[src/rtl/f_fetch_unit.sv]
// f_fetch_unit: F-stage of the 5-stage MIPS pipeline.
// Owns the PC, fetches words from a variable-latency instruction memory,
// presents F_PC/F_inStr/F_valid to the IF/ID register, inserts NOP bubbles
// while a fetch is outstanding and applies D-stage redirects after the
// delay slot.
// Optional feature: define F_FETCH_PERF_EN to add the perf_bubbles and
// perf_hold saturating counters.
module f_fetch_unit #(
  parameter logic [31:0] RESET_PC = 32'h0000_3000,
  parameter int unsigned PC_STEP  = 4
) (
  input  logic        clk,
  input  logic        reset,
  input  logic        F_STALL,
  input  logic        redirect_valid,
  input  logic [31:0] redirect_pc,
  output logic        imem_req,
  output logic [31:0] imem_addr,
  input  logic        imem_ready,
  input  logic [31:0] imem_rdata,
  output logic [31:0] F_PC,
  output logic [31:0] F_inStr,
  output logic        F_valid
`ifdef F_FETCH_PERF_EN
  ,
  output logic [31:0] perf_bubbles,
  output logic [31:0] perf_hold
`endif
);

  typedef enum logic {
    S_FETCH,
    S_HOLD
  } state_t;

  state_t      state_q, state_d;
  logic [31:0] pc_q, pc_d;
  logic [31:0] buf_q, buf_d;
  logic        pend_v_q, pend_v_d;
  logic [31:0] pend_pc_q, pend_pc_d;

  logic        consume;
  logic        capture;
  logic [31:0] redir_tgt;
  logic [31:0] next_pc;

  assign redir_tgt = {redirect_pc[31:2], 2'b00};
  assign imem_addr = F_PC;

  // State, PC, hold buffer and pending-redirect registers
  always_ff @(posedge clk) begin
    if (!reset) begin
      state_q   <= S_FETCH;
      pc_q      <= RESET_PC;
      buf_q     <= '0;
      pend_v_q  <= 1'b0;
      pend_pc_q <= '0;
    end else begin
      state_q   <= state_d;
      pc_q      <= pc_d;
      buf_q     <= buf_d;
      pend_v_q  <= pend_v_d;
      pend_pc_q <= pend_pc_d;
    end
  end

  // Output decode, next-state and next-PC selection
  always_comb begin
    state_d   = state_q;
    pc_d      = pc_q;
    buf_d     = buf_q;
    pend_v_d  = pend_v_q;
    pend_pc_d = pend_pc_q;
    imem_req  = 1'b0;
    F_PC      = pc_q;
    F_inStr   = '0;
    F_valid   = 1'b0;
    consume   = 1'b0;
    capture   = 1'b0;
    next_pc   = pc_q + 32'(PC_STEP);

    if (!reset) begin
      F_PC = RESET_PC;
    end else begin
      unique case (state_q)
        S_FETCH: begin
          imem_req = 1'b1;
          if (imem_ready) begin
            F_inStr = imem_rdata;
            F_valid = 1'b1;
            if (F_STALL) begin
              buf_d   = imem_rdata;
              state_d = S_HOLD;
            end
          end
        end
        S_HOLD: begin
          F_inStr = buf_q;
          F_valid = 1'b1;
          if (!F_STALL) begin
            state_d = S_FETCH;
          end
        end
        default: state_d = S_FETCH;
      endcase

      consume = F_valid && !F_STALL;
      capture = redirect_valid && !F_STALL;

      if (pend_v_q) begin
        next_pc = pend_pc_q;
      end else if (redirect_valid) begin
        next_pc = redir_tgt;
      end

      // A target captured at a consume edge is only kept pending when an
      // older pending target is the one being taken now; otherwise the
      // new target has already been applied through next_pc.
      if (consume) begin
        pc_d     = next_pc;
        pend_v_d = 1'b0;
        if (capture && pend_v_q) begin
          pend_v_d  = 1'b1;
          pend_pc_d = redir_tgt;
        end
      end else if (capture) begin
        pend_v_d  = 1'b1;
        pend_pc_d = redir_tgt;
      end
    end
  end

`ifdef F_FETCH_PERF_EN
  logic [31:0] perf_bubbles_q;
  logic [31:0] perf_hold_q;

  // Saturating counters of bubble cycles and HOLD cycles
  always_ff @(posedge clk) begin
    if (!reset) begin
      perf_bubbles_q <= '0;
      perf_hold_q    <= '0;
    end else begin
      if (!F_valid && (perf_bubbles_q != '1)) begin
        perf_bubbles_q <= perf_bubbles_q + 32'd1;
      end
      if ((state_q == S_HOLD) && (perf_hold_q != '1)) begin
        perf_hold_q <= perf_hold_q + 32'd1;
      end
    end
  end

  assign perf_bubbles = perf_bubbles_q;
  assign perf_hold    = perf_hold_q;
`endif

endmodule

[config.mk]
export PLATFORM = sky130hd
export DESIGN_NAME = f_fetch_unit
export DESIGN_NICKNAME = d
export VERILOG_FILES = /design/src/rtl/f_fetch_unit.sv
export SDC_FILE = /design/constraint.sdc
export NUM_CORES = 1
export LEC_CHECK = 0
export ABC_AREA = 1
export BUFFER_PORTS_ARGS = -buffer_cell sky130_fd_sc_hd__buf_4
export CORE_MARGIN = 2
export CORE_UTILIZATION = 45
export CTS_CLUSTER_SIZE = 14
export DETAILED_ROUTE_END_ITERATION = 12
export PLACE_DENSITY_LB_ADDON = 0.25
export SLEW_MARGIN = 20
export SYNTH_ARGS = -nofsm -noshare
export SYNTH_HDL_FRONTEND = slang
export SYNTH_SLANG_ARGS = --single-unit
[constraint.sdc]
create_clock -name clk -period 1.7 [get_ports clk]
set_input_delay 0.255 -clock clk [delete_from_list [all_inputs] [get_ports clk]]
set_output_delay 0.255 -clock clk [all_outputs]
set_load 0.1 [all_outputs]
Yosys cells after proc, flatten, opt, wreduce, memory -nomap -nowiden:

Index checks and enable logic that the tools add are counted.

* register bits after elaboration: 98
* bits of input ports: 69
* output and inout bits: 98
* word-level logic and storage cells: 36

* $add $sub $neg: 1
* eq/ne operators: 1
* multiplexer cells: 21
* bitwise gates (word level): 1
* reduce and logical (&&, ||, !) cells: 7

Operator list (count)
* 32-bit two-way mux: 8
* 32-bit case mux with 2 select lines: 1
* 32-bit by 3-bit adder with 32-bit output (second input constant): 1
* 1-bit two-way mux: 10
* 1-bit case mux with 2 select lines: 2
* 1-bit logical AND: 3
* 3-bit AND reduction: 1
* 2-bit by 1-bit != test with 1-bit output (second input constant): 1
* 2-bit AND reduction: 1
* 2-bit nonzero test: 1
* 1-bit logical NOT: 1
* 1-bit inverter: 1

Longest topological paths before layout:

Gate-level depths: netlist (run 1).

* depth in word-level cells: 6
* mapped depth: 11

Worst setup path after synthesis (run 1):

Ideal clock, no wire load.

* path kind: register to output
* start: reg state_q
* end: out F_inStr[0]
* data arrival time: 2.387 ns
* slack: -0.942 ns
* cell stages (with the launch flop): 6
* path buffers: 2
* cells stage by stage: dfxtp_1 -> buf_4 -> nor2_4 -> buf_1 -> nand2_1 -> a21oi_1

* longest elaborated chain between the ends: 3

RTL lines
* from (decl): RTL line 36 `state_t state_q, state_d;`
* from (signal assigned): RTL line 59 `state_q <= state_d;`
* 1-bit inverter
* 32-bit case mux with 2 select lines *: RTL line 85 `unique case (state_q)`
* 32-bit two-way mux *: RTL line 82 `if (!reset) begin`
* to (decl): RTL line 22 `output logic [31:0] F_inStr,`

Mark *: on every way between the ends. The rest lies on a longest branch, timed or not.

Worst setup path after layout (run 1):

* start: reg state_q
* end: out F_inStr[27]

The elaborated chain is that of the path after synthesis.

==> out/qor.txt, run 1 <==
Placed insts - 1205
Final Hold Fails - 0
Largest net degree at the start of global routing - 60
Pre-Repair DR Iteration Count - 5
Status - finished, violations left
Worst Path Max Fanout - 16
Critical path class - register to output port
Via count - 6186
Static Leak - 0.00349 uW
Fin crit share - 107%
Synthesized area - 5580 um2
DRT antenna net count - 0
Worst IR Drop VDD - 0.730 mV
H-Tree Depth - 3
Clk_skew - 0.00682 ns
Area Growth Syn to Fin - 48.7%
Max Slew Vio Count - 0
Number of remaining DRC errors - 0
FMAX - 550 MHz
Port Buffers - 160
Die Ht - 115 um
Drt wl/cell - 14.5 um
Clk buf depth - 2
Final WL - 17800 um
FF/Latch Area - 1890 um2
ANT cells - 0
Layout cells sized above 1 - 33.5%
CP endpoint - F_inStr[27]
Core area - 12100 um2
Setup-failing EPs final - 33
Min-delay worst type - primary input to register
R2r endpoint - pc_q[20]$_SDFFE_PN0P_
IO Count - 167
Grt ovf - 0
Starting density of the core - 46.3%
Crit path time final - 1.82 ns
Setup crit start - state_q$_SDFF_PN0_
Row cnt - 40
Footprint of the multi-input gates - 3510 um2
RSZ-0062 raised after global routing - true
Final Util - 68.8%
Vias/cell - 5.04
Latest clock arrival within the worst-skew pair - 0.35 ns
Pwr Total - 6610 uW
Synth Instances - 921
Fillers - 1019
Maxcap violations - 0
Initial antenna violation count - 0
Post-synthesis sequential area ratio - 33.7%
Failing checks - negative setup slack
Gr usage total - 27.6%
Clock transition at the registers of the reported paths - 0.06 ns
Worst setup EP type - output port
Yosys reg bits - 94
Avg Inst Size Synth - 6.06 um2
Num CTS Buffers - 9
CTS Hold Bufs - 0
FF-to-FF Start - state_q$_SDFF_PN0_
Ys Warns - 0
Clock Sinks - 94
Worst setup margin - -0.118 ns
CTS tree - yes
Worst R2R Setup Slack - 0.04 ns
CP arrival - 1.56 ns
GPL Wtd Cong - 0.889
R2r worst-path depth - 11
Library cells used by synthesis - 33
Non-Filler Instances - 1227
Critical Path RT - 1.44 ns
Layout net count - 1124
Number of global-route vias before repair - 5962
Pre-CTS setup slack - 0.108 ns
Clock root buffer - clkbuf_16
Power Density - 797 nW/um2
Die W - 115 um
Die ar. - 13300 um2
First-pass GRT wire length - 28900 um
1st-iter DRT viols - 341
DP Wirelength - 11800 um
Critical Path Start Type - register
## worst max-delay path: stages, from the launching register on
cell and delay [ns]:
dfxtp_4 0.35, nor2_4 0.16, buf_6 0.21, nand2_2 0.10
a21oi_4 0.19, buf_12 0.19
## flip-flops by register name (all words and copies together), names as in the netlist
name,cells
buf_q,32
pc_q,30
pend_pc_q,30
pend_v_q,1
state_q,1
## how the worst min path moves through the flow
stage	startpoint	to	slack (ns)	depth (start not counted)
3_3_place_gp	pend_pc_q[31]$_SDFFE_PN0P_	pend_pc_q[31]$_SDFFE_PN0P_	0.44	2
3_5_place_dp	pend_pc_q[31]$_SDFFE_PN0P_	pend_pc_q[31]$_SDFFE_PN0P_	0.44	2
4_1_cts	imem_rdata[12]	buf_q[12]$_SDFFE_PN0P_	0.16	3
5_1_grt	redirect_pc[29]	pend_pc_q[29]$_SDFFE_PN0P_	0.18	3
6_report	redirect_pc[22]	pend_pc_q[22]$_SDFFE_PN0P_	0.16	3
2_1_floorplan	imem_rdata[29]	buf_q[29]$_SDFFE_PN0P_	0.40	2
## cell families (layout without fill, tap and decap cells)
family | Yosys count | in the layout | share of synthesized area [%]
AND/OR/NAND/NOR | 520 | 520 | 37.9
AO/OA/AOI/OAI | 147 | 147 | 13.6
buffers and inverters | 146 | 281 | 12.7
flip-flops | 94 | 94 | 33.7
XOR/XNOR | 12 | 12 | 1.88
adder cells (fa/ha/maj) | 1 | 1 | 0.224
other | 1 | 4 | 0.0672
## timing repair
item | in CTS | in global routing
setup endpoints to repair | 32 | 47
gates resized for setup | 115 | 21
gates cloned | 3 | 0
pin swaps | 11 | 11
setup buffers | 5 | 0
## synthesized netlist by cell type
library cell / number / area, um2
dfxtp_1: 94 / 1880
nand2_4: 2 / 22.5
buf_4: 37 / 278
nand4_1: 2 / 12.5
inv_2: 5 / 18.8
o21a_1: 1 / 7.51
buf_2: 10 / 50.1
o21ai_0: 76 / 380
and2_1: 2 / 12.5
nand2_2: 3 / 18.8
o22ai_1: 3 / 18.8
clkbuf_1: 28 / 105
a21oi_1: 62 / 310
nor2_4: 8 / 90.1
a211oi_1: 1 / 7.51
nand3_2: 1 / 10.0
nand3_1: 36 / 180
o221ai_1: 1 / 8.76
nor2_1: 207 / 777
a22oi_1: 1 / 7.51
nor2_2: 4 / 25.0
conb_1: 1 / 3.75
xnor2_1: 5 / 43.8
o211ai_1: 1 / 7.51
nand2_1: 253 / 950
buf_6: 1 / 11.3
inv_1: 56 / 210
buf_1: 9 / 33.8
or2_2: 1 / 6.26
nor3b_1: 1 / 7.51
ha_1: 1 / 12.5
o21ai_2: 1 / 8.76
xor2_1: 7 / 61.3
## layout by cell type (no fill, tap or decap), types with 2 or more instances in the layout
| cell | synthesis | final |
|---|---|---|
| clkbuf_16 | 0 | 9 |
| buf_6 | 1 | 3 |
| nand2_4 | 2 | 7 |
| bufinv_16 | 0 | 2 |
| o22ai_1 | 3 | 3 |
| and2_1 | 2 | 2 |
| dfxtp_1 | 94 | 93 |
| a21oi_2 | 0 | 2 |
| nand2_1 | 253 | 207 |
| inv_1 | 56 | 27 |
| nor2_2 | 4 | 5 |
| clkbuf_1 | 28 | 2 |
| xor2_1 | 7 | 7 |
| xnor2_1 | 5 | 5 |
| a21oi_1 | 62 | 30 |
| inv_2 | 5 | 5 |
| nand3_1 | 36 | 36 |
| nand2_2 | 3 | 44 |
| conb_1 | 1 | 4 |
| nor2_1 | 207 | 203 |
| nor2_4 | 8 | 11 |
| clkinv_2 | 0 | 3 |
| clkinvlp_4 | 0 | 28 |
| buf_12 | 0 | 36 |
| a21oi_4 | 0 | 30 |
| o21ai_0 | 76 | 76 |
| buf_8 | 0 | 3 |
| buf_4 | 37 | 161 |
| nand4_1 | 2 | 2 |
## power breakdown
group	switching, uW	internal [uW]	leakage (uW)	total (uW)
clock	888	1330	0.000157	2210
sequential	101	2340	0.000771	2440
combinational	1330	624	0.00257	1950
total	2320	4290	0.00349	6610
## layout make-up
cell class	count	share of cell area (%)
clock inverters	4	0.845
inverters	61	4.04
well taps	168	2.53
flip-flops and latches	94	22.7
clock buffers	12	2.97
repair buffers	204	24.5
multi-input cells	684	42.3
## per-layer routing
metal	global-route usage, %	vias up	share of wire [%]
met4	11.8	0	2.5
met2	45.6	226	49
met5	0	-	0
met1	34.1	2817	42
met3	6.91	36	7.3
li1	-	3107	-
## per-stage QoR
stage                     hold slack (ns)  area [um2]  TNS, ns
after floorplan                     0.398        6410    -4.13
after global placement              0.442        7410        0
after detailed placement            0.443        7410        0
after CTS                           0.157        8280    -2.29
after global routing                0.178        8300    -4.86
final                               0.164        8300    -2.81
(Power assumes the default switching activity.)
==> run 2: changes to the inputs <==
--- a/config.mk
+++ b/config.mk
@@ -8,11 +8,11 @@
 export ABC_AREA = 1
 export BUFFER_PORTS_ARGS = -buffer_cell sky130_fd_sc_hd__buf_4
 export CORE_MARGIN = 2
-export CORE_UTILIZATION = 45
+export CORE_UTILIZATION = 52
 export CTS_CLUSTER_SIZE = 14
 export DETAILED_ROUTE_END_ITERATION = 12
 export PLACE_DENSITY_LB_ADDON = 0.25
-export SLEW_MARGIN = 20
+export SLEW_MARGIN = 5
 export SYNTH_ARGS = -nofsm -noshare
 export SYNTH_HDL_FRONTEND = slang
 export SYNTH_SLANG_ARGS = --single-unit
==> out/qor.txt, run 2 (synthesized netlist as in run 1, its figures left out) <==
Status - finished, violations left (unchanged)
Failing checks - negative setup slack (unchanged)
R2r endpoint - buf_q[8]$_SDFFE_PN0P_ (was pc_q[20]$_SDFFE_PN0P_)
CP arrival - 1.65 ns (was 1.56 ns)
Clock Sinks - 94 (unchanged)
Final Util - 77.0% (was 68.8%)
Largest net degree at the start of global routing - 47 (was 60)
Switching pwr - 2300 uW (was 2320 uW)
CP delay by family, top - buffers and inverters (unchanged)
Vias/cell - 5.34 (was 5.04)
Layout cells sized above 1 - 30.8% (was 33.5%)
Commonest non-fill, non-tap cells in the layout - nand2_1 (231), nor2_1 (204), buf_4 (158), dfxtp_1 (93), o21ai_0 (76) (was nand2_1 (207), nor2_1 (203), buf_4 (161), dfxtp_1 (93), o21ai_0 (76))
Core area - 10400 um2 (was 12100 um2)
Latest clock arrival within the worst-skew pair - 0.37 ns (was 0.35 ns)
Clk buf depth - 2 (unchanged)
Power Density - 765 nW/um2 (was 797 nW/um2)
Static Leak - 0.00336 uW (was 0.00349 uW)
Min-delay worst type - primary input to register (unchanged)
CTS Hold Bufs - 0 (unchanged)
Setup-failing EPs final - 32 (was 33)
1st-iter DRT viols - 440 (was 341)
Final Hold Fails - 0 (unchanged)
DP Wirelength - 11400 um (was 11800 um)
Register share of total power - 40.0% (was 36.9%)
Worst setup EP type - output port (unchanged)
Biggest register - buf_q (unchanged)
Maxcap violations - 0 (unchanged)
R2r worst-path depth - 7 (was 11)
Gr usage total - 30.9% (was 27.6%)
Post-CTS Setup Bufs - 0 (was 5)
Hold Path End - buf_q[28]$_SDFFE_PN0P_ (was pend_pc_q[22]$_SDFFE_PN0P_)
Via count - 6335 (was 6186)
Layout net count - 1116 (was 1124)
CTS tree - yes (unchanged)
Grt ovf - 0 (unchanged)
Num CTS Buffers - 9 (unchanged)
IO Count - 167 (unchanged)
Starting density of the core - 53.8% (was 46.3%)
Area Growth Syn to Fin - 43.1% (was 48.7%)
Row cnt - 37 (was 40)
Max reg flops - 32 (unchanged)
Clock root buffer - clkbuf_8 (was clkbuf_16)
Worst R2R Setup Slack - 0.09 ns (was 0.04 ns)
Most common cell after layout, fill and taps aside - nand2_1 (unchanged)
H-Tree Depth - 3 (unchanged)
Clock share of power - 28.7% (was 33.5%)
Max Slew Vio Count - 0 (unchanged)
Int Pwr - 3810 uW (was 4290 uW)
ANT cells - 0 (unchanged)
CP Buf/Inv Count - 2 (unchanged)
Initial antenna violation count - 0 (unchanged)
Fin crit share - 112% (was 107%)
DRT antenna net count - 0 (unchanged)
Fillers - 781 (was 1019)
Final WL - 18400 um (was 17800 um)
FMAX - 526 MHz (was 550 MHz)
Crit path max-delay cell type - dfxtp_2 (was dfxtp_4)
Crit path time final - 1.90 ns (was 1.82 ns)
Critical Path RT - 1.44 ns (about the same)
Critical Path Start Type - register (unchanged)
Die W - 108 um (was 115 um)
Number of remaining DRC errors - 0 (unchanged)
Clock transition at the registers of the reported paths - 0.10 ns (was 0.06 ns)
Clk_skew - 0.0131 ns (was 0.00682 ns)
Crit-path max cell delay - 0.37 ns (was 0.35 ns)
Final Instance Area - 7990 um2 (was 8300 um2)
Drt wl/cell - 15.5 um (was 14.5 um)
Critical path class - register to output port (unchanged)
Pre-Repair DR Iteration Count - 5 (unchanged)
Worst hold stages - 3 (unchanged)
Top Registers - buf_q: 32 flops, pc_q: 30 flops, pend_pc_q: 30 flops (unchanged)
Worst Path Max Fanout - 16 (unchanged)
RSZ-0062 raised after global routing - true (unchanged)
Die Ht - 108 um (was 115 um)
Sequence of cells on the critical path - nor2_4, clkbuf_16, nand2_1, a21oi_4, buf_12 (was nor2_4, buf_6, nand2_2, a21oi_4, buf_12)
Logic pwr share - 31.3% (was 29.6%)
Port Buffers - 160 (unchanged)
Worst setup margin - -0.202 ns (was -0.118 ns)
Cell Area, Placed - 7330 um2 (was 7410 um2)
Worst IR Drop VDD - 0.516 mV (was 0.730 mV)
GPL Wtd Cong - 0.953 (was 0.889)
Min-delay src - imem_rdata[28] (was redirect_pc[22])
Die ar. - 11600 um2 (was 13300 um2)
Pre-CTS setup slack - 0.188 ns (was 0.108 ns)
First-pass GRT wire length - 28600 um (was 28900 um)
Switching share of power - 37.6% (was 35.1%)
Number of global-route vias before repair - 5976 (was 5962)
FF-to-FF Start - state_q$_SDFF_PN0_ (unchanged)
run 2: final cells by class:
| cell class | instances | area (um2) | share of cell area (%) |
|---|---|---|---|
| Inverter | 61 | 335 | 4.20 |
| Clock inverter | 6 | 92.6 | 1.16 |
| Multi-Input combinational cell | 684 | 3420 | 42.8 |
| Timing Repair Buffer | 196 | 1950 | 24.4 |
| Sequential cell | 94 | 1880 | 23.6 |
| Tap cell | 136 | 170 | 2.13 |
| Clock buffer | 10 | 138 | 1.72 |
run 2: metal layers:
metal | track usage [%] | vias to the layer above | share of wire [%]
met5 | 0 | - | 0
met4 | 12.6 | 0 | 3.0
met3 | 6.66 | 49 | 9.7
met2 | 50.3 | 330 | 48
met1 | 39.7 | 2855 | 40
li1 | - | 3101 | -
run 2: repair_timing:
item | 4_1_cts | 5_1_grt
gates cloned | 0 | 1
pin swaps | 0 | 2
setup endpoints to repair | 32 | 33
resized for setup | 96 | 1
run 2: worst max-delay path by stage:
stage,from,endpoint,depth (start not counted)
floorplan,state_q$_SDFF_PN0_,F_inStr[10],5
global placement,reset,F_inStr[15],5
detailed placement,state_q$_SDFF_PN0_,F_inStr[15],4
CTS,state_q$_SDFF_PN0_,F_inStr[0],5
global route,state_q$_SDFF_PN0_,F_inStr[23],5
finish,state_q$_SDFF_PN0_,F_inStr[23],5
run 2: power by group through the flow:
| stage | logic [uW] | registers (uW) | clock network (uW) |
|---|---|---|---|
| CTS | 1860 | 2430 | 1740 |
| global route | 2020 | 2460 | 1830 |
| floorplan | 1400 | 2470 | 0 |
| finish | 1910 | 2440 | 1750 |
| global placement | 1740 | 2480 | 0 |
| detailed placement | 1750 | 2480 | 0 |
run 2: worst register-to-register path, stage by stage, from the launching register on:
cell	delay, ns
dfxtp_2	0.37
nor2_4	0.16
clkbuf_16	0.21
nand2_1	0.11
inv_1	0.08
buf_4	0.33
nor2_1	0.12
nor2_1	0.16
run 2: through the flow:
stage          instances  total power, uW  hold WS (ns)  setup TNS [ns]
2_1_floorplan        924             3870         0.398           -4.13
3_3_place_gp        1170             4220         0.442               0
3_5_place_dp        1170             4240         0.447               0
4_1_cts             1186             6040         0.132           -2.25
5_1_grt             1187             6320         0.143           -3.94
6_report            1187             6110         0.139           -3.34
==> run 3: changes to the inputs <==
--- a/config.mk
+++ b/config.mk
@@ -6,9 +6,10 @@
 export NUM_CORES = 1
 export LEC_CHECK = 0
 export ABC_AREA = 1
-export BUFFER_PORTS_ARGS = -buffer_cell sky130_fd_sc_hd__buf_4
+export BUFFER_PORTS_ARGS = -buffer_cell sky130_fd_sc_hd__buf_2
 export CORE_MARGIN = 2
-export CORE_UTILIZATION = 52
+export CORE_UTILIZATION = 30
+export CTS_BUF_LIST = sky130_fd_sc_hd__clkbuf_8
 export CTS_CLUSTER_SIZE = 14
 export DETAILED_ROUTE_END_ITERATION = 12
 export PLACE_DENSITY_LB_ADDON = 0.25
==> out/qor.txt, run 3 (synthesized netlist as in run 1, its figures left out) <==
Failing checks - negative setup slack (unchanged)
Core area - 18100 um2 (was 10400 um2)
Num CTS Buffers - 9 (unchanged)
Switching pwr - 2260 uW (was 2300 uW)
CTS tree - yes (unchanged)
Number of remaining DRC errors - 0 (unchanged)
IO Count - 167 (unchanged)
Max Slew Vio Count - 0 (unchanged)
Initial antenna violation count - 2 (was 0)
Pre-Repair DR Iteration Count - 5 (unchanged)
Vias/cell - 4.70 (was 5.34)
Row cnt - 49 (was 37)
Final Hold Fails - 0 (unchanged)
Min-delay worst type - primary input to register (unchanged)
Switching share of power - 37.5% (was 37.6%)
Fin crit share - 104% (was 112%)
Worst setup EP type - output port (unchanged)
Grt ovf - 0 (unchanged)
Crit path time final - 1.77 ns (was 1.90 ns)
Static Leak - 0.00346 uW (was 0.00336 uW)
Worst setup margin - -0.0673 ns (was -0.202 ns)
Final WL - 18200 um (was 18400 um)
Non-Filler Instances - 1276 (was 1187)
Setup-failing EPs final - 32 (unchanged)
RSZ-0062 raised after global routing - true (unchanged)
1st-iter DRT viols - 271 (was 440)
Int Pwr - 3760 uW (was 3810 uW)
FMAX - 566 MHz (was 526 MHz)
Number of global-route vias before repair - 5782 (was 5976)
First-pass GRT wire length - 29300 um (was 28600 um)
Setup TNS - -1.35 ns (was -3.34 ns)
Biggest register - buf_q (unchanged)
Commonest non-fill, non-tap cells in the layout - nand2_1 (231), nor2_1 (204), buf_12 (100), dfxtp_1 (92), o21ai_0 (76) (was nand2_1 (231), nor2_1 (204), buf_4 (158), dfxtp_1 (93), o21ai_0 (76))
Max reg flops - 32 (unchanged)
Worst IR Drop VDD - 0.439 mV (was 0.516 mV)
Critical Path Start Type - register (unchanged)
Clock transition at the registers of the reported paths - 0.09 ns (was 0.10 ns)
Logic pwr share - 33.2% (was 31.3%)
Latest clock arrival within the worst-skew pair - 0.38 ns (was 0.37 ns)
Clk buf depth - 2 (unchanged)
Clk_skew - 0.0206 ns (was 0.0131 ns)
Worst hold stages - 3 (unchanged)
Via count - 5991 (was 6335)
Register share of total power - 40.6% (was 40.0%)
CP arrival - 1.51 ns (was 1.65 ns)
Final Util - 47.9% (was 77.0%)
Die Ht - 140 um (was 108 um)
Clock root buffer - clkbuf_8 (unchanged)
Layout net count - 1111 (was 1116)
Gr usage total - 18.5% (was 30.9%)
Clock share of power - 26.2% (was 28.7%)
Power Density - 695 nW/um2 (was 765 nW/um2)
Clock Sinks - 94 (unchanged)
Area Growth Syn to Fin - 55.2% (was 43.1%)
Critical path class - register to output port (unchanged)
H-Tree Depth - 3 (unchanged)
Critical Path RT - 1.44 ns (about the same)
DP Wirelength - 13400 um (was 11400 um)
Drt wl/cell - 14.3 um (was 15.5 um)
Largest net degree at the start of global routing - 47 (unchanged)
R2r worst-path depth - 10 (was 7)
Maxcap violations - 0 (unchanged)
Most common cell after layout, fill and taps aside - nand2_1 (unchanged)
Status - finished, violations left (unchanged)
Die ar. - 19700 um2 (was 11600 um2)
DRT antenna net count - 0 (unchanged)
Top Registers - buf_q: 32 flops, pc_q: 30 flops, pend_pc_q: 30 flops (unchanged)
GPL Wtd Cong - 0.902 (was 0.953)
Placed insts - 1259 (was 1170)
Layout cells sized above 1 - 30.4% (was 30.8%)
Die W - 140 um (was 108 um)
Port Buffers - 160 (unchanged)
Worst Path Max Fanout - 14 (was 16)
Starting density of the core - 30.8% (was 53.8%)
Post-CTS Setup Bufs - 0 (unchanged)
-- run 3: worst paths after layout --
check,start,endpoint,slack [ns]
worst max-delay path,state_q$_SDFF_PN0_,F_inStr[0],-0.07
worst min register to register,buf_q[29]$_SDFFE_PN0P_,buf_q[29]$_SDFFE_PN0P_,0.48
worst max register to register,pc_q[2]$_SDFFE_PN0P_,pc_q[20]$_SDFFE_PN0P_,0.15
worst min-delay path,imem_rdata[29],buf_q[29]$_SDFFE_PN0P_,0.13
-- run 3: repair_timing --
item	CTS	global route
pin swaps	1	0
endpoints found under the setup margin	34	35
hold buffers	0	0
resized for setup	5	2
-- run 3: power by group through the flow --
stage | combinational, uW | clock [uW] | sequential, uW
finish | 2000 | 1580 | 2440
global route | 2130 | 1700 | 2460
CTS | 2010 | 1620 | 2440
detailed placement | 2000 | 0 | 2490
global placement | 1990 | 0 | 2480
floorplan | 1400 | 0 | 2470
-- run 3: per-layer routing --
metal	wire length (um)	share of wire (%)	up-vias	track usage [%]
li1	-	-	3086	-
met1	7970	44	2695	22.9
met2	8520	47	188	30.9
met3	1430	7.9	20	5.16
met4	280	1.5	2	6.17
met5	13	0.071	-	0
-- run 3: worst max-delay path, cell delays in order, from the launching register on --
cell and delay, ns:
dfxtp_2 0.36, nor2_4 0.15, buf_12 0.16, nand2_1 0.09, a21oi_4 0.19, buf_12 0.19
-- run 3: area by class of cell --
class,instances,area [um2]
clock buffer,11,151
tap,229,287
antenna,1,2.50
sequential,94,1880
timing repair buffer,191,2530
fill,1807,9430
inverter,61,335
clock inverter,5,50.0
multi-input combinational,684,3420
-- run 3: stage by stage --
step	total power, uW	hold WS, ns	setup slack [ns]	area, um2
finish	6020	0.133	-0.0673	8660
global route	6290	0.152	-0.163	8650
CTS	6070	0.108	-0.0984	8650
detailed placement	4490	0.464	0.149	8440
global placement	4480	0.453	0.162	8440
floorplan	3870	0.398	-0.108	6410
